===== config.mk =====
export PLATFORM = sky130hd
export DESIGN_NAME = conv_mac_sequencer
export DESIGN_NICKNAME = d
export VERILOG_FILES = /design/src/rtl/conv_pkg.sv /design/src/rtl/conv_addr_gen.sv /design/src/rtl/conv_mac_sequencer.sv
export SDC_FILE = /design/constraint.sdc
export NUM_CORES = 1
export LEC_CHECK = 0
export BUFFER_PORTS_ARGS = -buffer_cell sky130_fd_sc_hd__buf_2
export CORE_MARGIN = 4
export CORE_UTILIZATION = 60
export CTS_CLUSTER_SIZE = 10
export DETAILED_ROUTE_END_ITERATION = 12
export GPL_ROUTABILITY_DRIVEN = 0
export HOLD_SLACK_MARGIN = 0.1
export PLACE_DENSITY = 0.9
export REMOVE_ABC_BUFFERS = 1
export SYNTH_ARGS = -nofsm -noshare
export SYNTH_HDL_FRONTEND = slang
export SYNTH_SLANG_ARGS = --single-unit

===== constraint.sdc =====
create_clock -name clk -period 3.8 [get_ports clk]
set_input_delay 0.38 -clock clk [delete_from_list [all_inputs] [get_ports clk]]
set_output_delay 0.38 -clock clk [all_outputs]
set_load 0.1 [all_outputs]

===== src/rtl/conv_pkg.sv =====
// Shared definitions for the convolution MAC sequencer: FSM state encoding,
// ROM address widths, ROM read latency and the address bundle handed from
// the address generator to the sequencer top.
package conv_pkg;

    localparam int unsigned WEIGHT_AW   = 7;
    localparam int unsigned DATA_AW     = 15;
    localparam int unsigned BIAS_AW     = 7;
    localparam int unsigned ROM_LATENCY = 1;

    // Counter widths sized for the largest legal KERNEL_LEN / NUM_POS / NUM_CH.
    localparam int unsigned TAP_W   = 7;
    localparam int unsigned POS_W   = 10;
    localparam int unsigned CH_W    = 4;

    // Drain covers the ROM read latency plus the MAC output register.
    localparam int unsigned DRAIN_LEN = ROM_LATENCY + 1;
    localparam int unsigned DRAIN_W   = 2;

    typedef enum logic [2:0] {
        ST_IDLE  = 3'd0,
        ST_BIAS  = 3'd1,
        ST_MAC   = 3'd2,
        ST_DRAIN = 3'd3,
        ST_OUT   = 3'd4,
        ST_DONE  = 3'd5
    } conv_state_e;

    typedef struct packed {
        logic [WEIGHT_AW-1:0] weight;
        logic [DATA_AW-1:0]   data;
        logic [BIAS_AW-1:0]   bias;
    } conv_addr_t;

endpackage


===== src/rtl/conv_addr_gen.sv =====
// Tap / position / channel counters and ROM address accumulators.
// Addresses are built by running adds only:
//   weight = ch*KERNEL_LEN + tap, data = pos*DATA_STEP + tap, bias = ch.
// Optional feature macro: CONV_SEQ_BIAS_EN (bias address driven from ch;
// otherwise the bias address is held at 0).
// Ports:
//   clk, rst        clock, synchronous active-high reset
//   tap_step        advance one tap (sequencer is in MAC)
//   res_adv         result transferred: advance pos/ch and reload addresses
//   addr            registered weight/data/bias ROM addresses
//   tap_first_c     tap counter at 0
//   tap_last_c      tap counter at KERNEL_LEN-1
//   first_c         current result is ch=0,pos=0
//   last_c          current result is ch=NUM_CH-1,pos=NUM_POS-1
module conv_addr_gen
    import conv_pkg::*;
#(
    parameter int unsigned KERNEL_LEN = 9,
    parameter int unsigned NUM_CH     = 4,
    parameter int unsigned NUM_POS    = 16,
    parameter int unsigned DATA_STEP  = 1
) (
    input  logic       clk,
    input  logic       rst,
    input  logic       tap_step,
    input  logic       res_adv,
    output conv_addr_t addr,
    output logic       tap_first_c,
    output logic       tap_last_c,
    output logic       first_c,
    output logic       last_c
);

    localparam logic [WEIGHT_AW-1:0] W_INC = WEIGHT_AW'(KERNEL_LEN);
    localparam logic [DATA_AW-1:0]   D_INC = DATA_AW'(DATA_STEP);

    logic [TAP_W-1:0]     tap_q;
    logic [POS_W-1:0]     pos_q;
    logic [CH_W-1:0]      ch_q;
    logic [WEIGHT_AW-1:0] w_base_q;
    logic [DATA_AW-1:0]   d_base_q;
    logic [WEIGHT_AW-1:0] w_addr_q;
    logic [DATA_AW-1:0]   d_addr_q;
    logic                 pos_last;
    logic                 ch_last;

    assign pos_last    = (pos_q == POS_W'(NUM_POS - 1));
    assign ch_last     = (ch_q == CH_W'(NUM_CH - 1));
    assign tap_first_c = (tap_q == '0);
    assign tap_last_c  = (tap_q == TAP_W'(KERNEL_LEN - 1));
    assign first_c     = (pos_q == '0) && (ch_q == '0);
    assign last_c      = pos_last && ch_last;

    // Counters and accumulators; w_base/d_base hold ch*K and pos*STEP.
    always_ff @(posedge clk) begin
        if (rst) begin
            tap_q    <= '0;
            pos_q    <= '0;
            ch_q     <= '0;
            w_base_q <= '0;
            d_base_q <= '0;
            w_addr_q <= '0;
            d_addr_q <= '0;
        end else if (res_adv) begin
            tap_q <= '0;
            if (pos_last) begin
                pos_q    <= '0;
                d_base_q <= '0;
                d_addr_q <= '0;
                if (ch_last) begin
                    ch_q     <= '0;
                    w_base_q <= '0;
                    w_addr_q <= '0;
                end else begin
                    ch_q     <= ch_q + CH_W'(1);
                    w_base_q <= w_base_q + W_INC;
                    w_addr_q <= w_base_q + W_INC;
                end
            end else begin
                pos_q    <= pos_q + POS_W'(1);
                d_base_q <= d_base_q + D_INC;
                d_addr_q <= d_base_q + D_INC;
                // Same channel: rewind the weight address to its first tap.
                w_addr_q <= w_base_q;
            end
        end else if (tap_step) begin
            if (tap_last_c) begin
                // Addresses hold at the final tap until the result transfers.
                tap_q <= '0;
            end else begin
                tap_q    <= tap_q + TAP_W'(1);
                w_addr_q <= w_addr_q + WEIGHT_AW'(1);
                d_addr_q <= d_addr_q + DATA_AW'(1);
            end
        end
    end

    assign addr.weight = w_addr_q;
    assign addr.data   = d_addr_q;
`ifdef CONV_SEQ_BIAS_EN
    assign addr.bias   = BIAS_AW'(ch_q);
`else
    assign addr.bias   = '0;
`endif

endmodule


===== src/rtl/conv_mac_sequencer.sv =====
// Convolution MAC sequencer: walks every (channel, position) result of a
// frame, issuing bias/weight/data ROM reads and MAC strobes, then hands each
// result downstream with a valid/ready transfer.
// Optional feature macro: CONV_SEQ_BIAS_EN. Defined: each result starts with
// a 1-cycle BIAS read and mac_clear means load-bias. Undefined: BIAS is
// skipped, bias_en/bias_addr stay 0 and mac_clear means load-zero.
// Ports:
//   clk, rst                    clock, synchronous active-high reset
//   start                       1-cycle pulse, starts a frame from IDLE
//   out_ready                   downstream accepts the current result
//   weight_en/weight_addr       weight ROM read
//   datain_en/data_addr         input-data ROM read
//   bias_en/bias_addr           bias ROM read
//   mac_en/mac_clear/mac_last   MAC accumulate, first-tap load, final tap
//   out_valid/out_start/out_end result valid, first / last result of frame
//   busy/done                   frame in progress, 1-cycle frame complete
module conv_mac_sequencer
    import conv_pkg::*;
#(
    parameter int unsigned KERNEL_LEN = 9,
    parameter int unsigned NUM_CH     = 4,
    parameter int unsigned NUM_POS    = 16,
    parameter int unsigned DATA_STEP  = 1
) (
    input  logic                 clk,
    input  logic                 rst,
    input  logic                 start,
    input  logic                 out_ready,
    output logic                 weight_en,
    output logic [WEIGHT_AW-1:0] weight_addr,
    output logic                 datain_en,
    output logic [DATA_AW-1:0]   data_addr,
    output logic                 bias_en,
    output logic [BIAS_AW-1:0]   bias_addr,
    output logic                 mac_en,
    output logic                 mac_clear,
    output logic                 mac_last,
    output logic                 out_valid,
    output logic                 out_start,
    output logic                 out_end,
    output logic                 busy,
    output logic                 done
);

`ifdef CONV_SEQ_BIAS_EN
    localparam conv_state_e RES_FIRST = ST_BIAS;
`else
    localparam conv_state_e RES_FIRST = ST_MAC;
`endif

    conv_state_e        state_q;
    conv_state_e        state_nxt;
    logic [DRAIN_W-1:0] drain_q;
    conv_addr_t         addr;
    logic               tap_step;
    logic               res_adv;
    logic               tap_first_c;
    logic               tap_last_c;
    logic               first_c;
    logic               last_c;

    assign tap_step = (state_q == ST_MAC);
    assign res_adv  = (state_q == ST_OUT) && out_ready;

    conv_addr_gen #(
        .KERNEL_LEN (KERNEL_LEN),
        .NUM_CH     (NUM_CH),
        .NUM_POS    (NUM_POS),
        .DATA_STEP  (DATA_STEP)
    ) u_addr_gen (
        .clk         (clk),
        .rst         (rst),
        .tap_step    (tap_step),
        .res_adv     (res_adv),
        .addr        (addr),
        .tap_first_c (tap_first_c),
        .tap_last_c  (tap_last_c),
        .first_c     (first_c),
        .last_c      (last_c)
    );

    assign weight_addr = addr.weight;
    assign data_addr   = addr.data;
    assign bias_addr   = addr.bias;

    // Next-state decode; start only matters in IDLE.
    always_comb begin
        state_nxt = state_q;
        case (state_q)
            ST_IDLE:  if (start) state_nxt = RES_FIRST;
            ST_BIAS:  state_nxt = ST_MAC;
            ST_MAC:   if (tap_last_c) state_nxt = ST_DRAIN;
            ST_DRAIN: if (drain_q == DRAIN_W'(DRAIN_LEN - 1)) state_nxt = ST_OUT;
            ST_OUT:   if (out_ready) state_nxt = last_c ? ST_DONE : RES_FIRST;
            ST_DONE:  state_nxt = ST_IDLE;
            default:  state_nxt = ST_IDLE;
        endcase
    end

    // State register; state-aligned outputs are decoded from the next state
    // so they are registered yet coincide with the state they describe.
    // MAC strobes come from the current state: one ROM-latency cycle late.
    always_ff @(posedge clk) begin
        if (rst) begin
            state_q   <= ST_IDLE;
            drain_q   <= '0;
            weight_en <= 1'b0;
            datain_en <= 1'b0;
            mac_en    <= 1'b0;
            mac_clear <= 1'b0;
            mac_last  <= 1'b0;
            out_valid <= 1'b0;
            out_start <= 1'b0;
            out_end   <= 1'b0;
            busy      <= 1'b0;
            done      <= 1'b0;
        end else begin
            state_q   <= state_nxt;
            drain_q   <= (state_q == ST_DRAIN) ? drain_q + DRAIN_W'(1) : '0;
            weight_en <= (state_nxt == ST_MAC);
            datain_en <= (state_nxt == ST_MAC);
            mac_en    <= (state_q == ST_MAC);
            mac_clear <= (state_q == ST_MAC) && tap_first_c;
            mac_last  <= (state_q == ST_MAC) && tap_last_c;
            out_valid <= (state_nxt == ST_OUT);
            out_start <= (state_nxt == ST_OUT) && first_c;
            out_end   <= (state_nxt == ST_OUT) && last_c;
            busy      <= (state_nxt != ST_IDLE);
            done      <= (state_nxt == ST_DONE);
        end
    end

`ifdef CONV_SEQ_BIAS_EN
    always_ff @(posedge clk) begin
        if (rst) begin
            bias_en <= 1'b0;
        end else begin
            bias_en <= (state_nxt == ST_BIAS);
        end
    end
`else
    assign bias_en = 1'b0;
`endif

endmodule


Word level (Yosys, flattened, before mapping)
Index checks and enable logic that the tools add are counted.
{"block": "word_totals", "regBits": 79, "output_inout_bits": 40, "input_bits": 4, "wordCells": 74}
{"block": "classes", "n_mux": 18, "eq_ne": 12, "n_bitwise": 1, "addsub": 8, "reduce_logical": 17}
{"op": "$mux W15", "n": 4}
{"op": "$mux W7", "n": 6}
{"op": "$add A15 B1 Y15 const B", "n": 2}
{"op": "$mux W3", "n": 5}
{"op": "$pmux W3 S5", "n": 1}
{"op": "$add A7 B1 Y7 const B", "n": 2}
{"op": "$add A10 B1 Y10 const B", "n": 1}
{"op": "$eq A10 B4 Y1 const B", "n": 1}
{"op": "$logic_not A10 Y1", "n": 1}
{"op": "$mux W10", "n": 1}
{"op": "$eq A3 B2 Y1 const B", "n": 3}
{"op": "$eq A3 B3 Y1 const B", "n": 3}
{"op": "$add A7 B4 Y7 const B", "n": 1}
{"op": "$eq A7 B4 Y1 const B", "n": 1}
{"op": "$logic_and A1 B1 Y1", "n": 7}
{"op": "$logic_not A7 Y1", "n": 1}
{"op": "$add A4 B1 Y4 const B", "n": 1}
{"op": "$eq A4 B2 Y1 const B", "n": 1}
{"op": "$logic_not A4 Y1", "n": 1}
{"op": "$mux W4", "n": 1}
{"op": "$reduce_and A2 Y1", "n": 2}
{"op": "$reduce_or A2 Y1", "n": 2}
{"op": "$eq A3 B1 Y1 const B", "n": 1}
{"op": "$logic_not A3 Y1", "n": 1}
{"op": "other kinds (6)", "n": 6}

Logic depth before layout (Yosys ltp)
{"block": "depth", "word_depth": 7, "ltp_mapped": 8, "depth_no_buf": 7}

By module
A second synthesis with hierarchy kept.
{"block": "unflattened", "hier_cells": 490, "hier_area_um2": 4045.1}
{"mod": "conv_addr_gen", "seq_area_each_um2": 1301.2, "instances": 1, "cells_each": 437, "area_per_inst_um2": 3514.6}
{"mod": "conv_mac_sequencer", "seq_area_each_um2": 280.3, "instances": 1, "cells_each": 53, "area_per_inst_um2": 530.5}

Least setup slack after synthesis
OpenSTA, ideal clock, no wires.
{"block": "synth_timing", "path_kind": "register to register", "startpoint": "reg u_addr_gen.d_addr_q[0]", "endpoint": "reg u_addr_gen.d_addr_q[10]", "t_required_ps": 3739, "path_buffers": 1, "path_stages_with_launch": 8, "t_arrival_ps": 2291, "setup_slack_ps": 1448, "setup_time_ps": 61, "synth_period_minus_slack_ps": 2352, "cell_sequence": "dfxtp_1 ha_1 and3_1 and2_1 clkbuf_1 a21oi_1 a311oi_1 o22a_1"}
{"block": "synth_between", "elab_chain_cells": 4}
{"element": "start, declared", "line_no": "conv_addr_gen.sv:43", "text": "logic [DATA_AW-1:0] d_addr_q;"}
{"element": "start signal, assigned", "line_no": "conv_addr_gen.sv:82", "text": "d_addr_q <= d_base_q + D_INC;"}
{"element": "start signal, assigned", "line_no": "conv_addr_gen.sv:93", "text": "d_addr_q <= d_addr_q + DATA_AW'(1);"}
{"element": "$add A15 B1 Y15", "line_no": "conv_addr_gen.sv:93"}
{"element": "$mux W15", "line_no": "conv_addr_gen.sv:87", "text": "if (tap_last_c) begin"}
{"element": "$mux W15", "line_no": "conv_addr_gen.sv:86", "text": "end else if (tap_step) begin"}
{"element": "$mux W15", "line_no": "conv_addr_gen.sv:64", "text": "end else if (res_adv) begin"}
No other way between the ends. The select of a mux whose other input is x is not followed.
A chain may end at the register's enable or synchronous reset.

Final worst setup path
{"block": "layout_timing", "startpoint": "reg u_addr_gen.pos_q[1]", "endpoint": "reg u_addr_gen.d_addr_q[3]"}
{"block": "layout_between", "elab_chain_cells": 3}
{"element": "start, declared", "line_no": "conv_addr_gen.sv:38", "text": "logic [POS_W-1:0] pos_q;"}
{"element": "start signal, assigned", "line_no": "conv_addr_gen.sv:80", "text": "pos_q <= pos_q + POS_W'(1);"}
{"element": "$eq A10 B4 Y1", "line_no": "conv_addr_gen.sv:47", "text": "assign pos_last = (pos_q == POS_W'(NUM_POS - 1));"}
{"element": "$mux W15", "line_no": "conv_addr_gen.sv:66", "text": "if (pos_last) begin"}
{"element": "$mux W15", "line_no": "conv_addr_gen.sv:64"}
No other way between the ends.

==> qor.csv <==
metric;value;unit
outcome;finished, final reports clean;
most common cell in the netlist;dfxtp_1;
ys async rst share;0;%
setup ws final;1.255;ns
Yosys top cell by area;dfxtp_1;
area delta synth->final;7.634;%
register area;1582;sq um
Post-Synthesis Cells;501;
Avg Vias per Cell;6.169;
largest net degree at the start of global routing;44;
post-synthesis average cell area;8.276;sq um
initial antenna violation count;0;
Psw;447.4;uW
Overflow after GRT;0;
LEAKAGE;1.731;nW
# DRC;0;
Tightest Pin Transition;1.015;ns
Combinational Power Share;10.1;%
Slew HR;32.11;%
# Post-CTS Setup Buffers;0;
drt first pass iters;5;
Max Slew Vio Count;0;
number of synthesized flops with an enable pin;0;
Max VDD drop;0.0002603;V
CTS tree;done;
setup TNS;0;ns
PostCTS Resize Cnt;0;
HP Class;in2reg;
I/O pin cnt;44;
crit share post-route;66.97;%
CP Capture Type;flip-flop;
arrival time at the worst endpoint;2.81;ns
Worst Path Max Fanout;15;
Placement Cell Area;4252;sq um
Die Footprint;8305;sq um
# fillers;555;
largest cells by area after synthesis;dfxtp_1 (38%), nor2_1 (4.7%), a21oi_1 (4.3%), nand2_1 (4.3%), xor2_1 (3.8%);
Setup violations, final;0;
WS Path Type;reg2reg;
Clk pin slew, worst setup/hold paths;0.08;ns
fin area;4463;sq um
Clock Latency Late Sink;0.35;ns
Critical Path RT;4.07;ns
ys flop type;dfxtp_1;
DR vias;3726;
FMAX;0.3930;GHz
Ys Warns;0;
Max-Cap Viols;0;
port bufs;35;
Synth Register Bits;79;
Seq pwr share;49.9;%
Core Area;6756;sq um
Root Buffer;clkbuf_8;
number of CTS-inserted buffers;9;
Final Hold Viols;0;
CP Launch Type;flip-flop;
layout cells sized above 1;12.40;%
clock power share;40.0;%
CTS max path bufs;2;
Net Sw Frac;26.37;%
Tot GR Track Use;23.50;%
Synth top cells by count;dfxtp_1 (79), nor2_1 (52), nand2_1 (47);
n_diodes;0;
# rows;30;
Detailed Route WL;9433;um
Hold-fix buffers, CTS;0;
die width;91.13;um
Initial Util;61.37;%
area occupied by multi-input gates;2335;sq um
Power Total;1.697;mW
HPWL after DPL;6489;um
Antenna Nets Post-Route;0;
Die H;91.13;um
# nets final;535;
Power Density;380.2;nW/um^2
Iter 0 DRT Violations;303;
mapped cell area;4146;sq um
Routed wire per std cell;15.62;um
first-pass GRT wire length;16080;um
final critical-path required period;2.545;ns
htree depth;3;
share of the synthesized area in the top cell type;38.14;%
vias in the first global route;3515;
sequential fraction of the synthesis area;38.14;%
unrepaired setup endpoints after global routing;no;
Place WS;1.286;ns
Layout Skew;0.008170;ns
clock sink total;79;
synth unique cells;60;
Pint;1.249;mW
FF-to-FF setup slack;1.26;ns
-- path summary, 6_finish.rpt --
| kind | from | end | cells past startpoint |
|---|---|---|---|
| min reg2reg | drain_q[0] | drain_q[0] | 1 |
| min | out_ready | state_q[2] | 2 |
| max | u_addr_gen.pos_q[1] | u_addr_gen.d_addr_q[3] | 6 |
| max reg2reg | u_addr_gen.pos_q[1] | u_addr_gen.d_addr_q[3] | 6 |
-- per-stage QoR --
| stage | std cells | hold slack [ns] | utilization (%) |
|---|---|---|---|
| after global placement | 589 | 0.4142 | 62.93 |
| after floorplan | 471 | 0.4047 | - |
| after global routing | 604 | 0.2511 | 66.06 |
| after detailed placement | 589 | 0.4240 | 62.93 |
| final | 604 | 0.2597 | 66.06 |
| after CTS | 604 | 0.2466 | 66.06 |
-- registers in the layout (all words and copies together) (netlist names) --
register             cells
out_end                  1
out_start                1
done                     1
u_addr_gen.d_addr_q     15
out_valid                1
u_addr_gen.tap_q         7
drain_q                  2
mac_en                   1
u_addr_gen.d_base_q     15
state_q                  3
u_addr_gen.w_addr_q      7
datain_en                1
busy                     1
mac_last                 1
u_addr_gen.ch_q          4
mac_clear                1
u_addr_gen.w_base_q      7
u_addr_gen.pos_q        10
-- per-layer routing --
| layer | track usage [%] | part of all wire (%) | up-vias |
|---|---|---|---|
| li1 | - | - | 1814 |
| met1 | 29.75 | 44 | 1773 |
| met2 | 39.12 | 49 | 120 |
| met3 | 4.474 | 4.9 | 19 |
| met4 | 9.799 | 1.7 | 0 |
| met5 | 0 | 0 | - |
-- cells by family (layout without fill, tap and decap cells) --
| group | Yosys count | in the layout | synth area share (%) |
|---|---|---|---|
| buf+inv | 47 | 63 | 6.186 |
| flops | 79 | 79 | 38.14 |
| fa+ha+maj | 11 | 11 | 3.319 |
| xor+xnor | 34 | 34 | 7.182 |
| other cells | 1 | 8 | 0.09044 |
| compound gates | 105 | 105 | 15.96 |
| simple gates | 221 | 221 | 28.39 |
| mux | 3 | 3 | 0.7242 |
-- layout by cell type (no fill, tap or decap), types with 3 or more instances in the layout --
master / n
a211oi_1: 10
a21oi_1: 36
a22oi_1: 5
a31oi_1: 11
and2_1: 4
and3_1: 15
and4_1: 5
buf_2: 35
buf_4: 3
clkbuf_8: 10
conb_1: 8
dfxtp_1: 79
ha_1: 11
inv_1: 10
mux2i_1: 3
nand2_1: 47
nand2b_1: 5
nand3_1: 20
nand3b_1: 4
nand4_1: 14
nor2_1: 52
nor2b_1: 3
nor3_1: 28
nor3b_1: 3
nor4_1: 4
o21ai_0: 20
o22ai_1: 3
xnor2_1: 16
xor2_1: 18
-- layout make-up --
| type | count | area share, % |
|---|---|---|
| Clock buffer | 11 | 3.168 |
| Timing Repair Buffer | 38 | 4.430 |
| Clock inverter | 4 | 1.570 |
| Inverter | 10 | 0.8410 |
| Sequential cell | 79 | 35.44 |
| Multi-Input combinational cell | 382 | 52.31 |
| Tap cell | 80 | 2.243 |
-- worst max-delay path, cell delays in order, from the launching register on --
cell and delay (ns):
dfxtp_1 0.36, ha_1 0.24, and3_1 0.24, and3_1 0.34
nor2_1 0.83, a22oi_1 0.22, nor3_1 0.23
-- power by group through the flow --
stage	combinational [mW]	sequential [mW]	clock [mW]
floorplan	0.0774	0.926	0
global placement	0.168	0.866	0
detailed placement	0.170	0.866	0
CTS	0.171	0.847	0.687
global route	0.180	0.849	0.719
finish	0.172	0.847	0.678
Power figures use the tool's default switching activity.
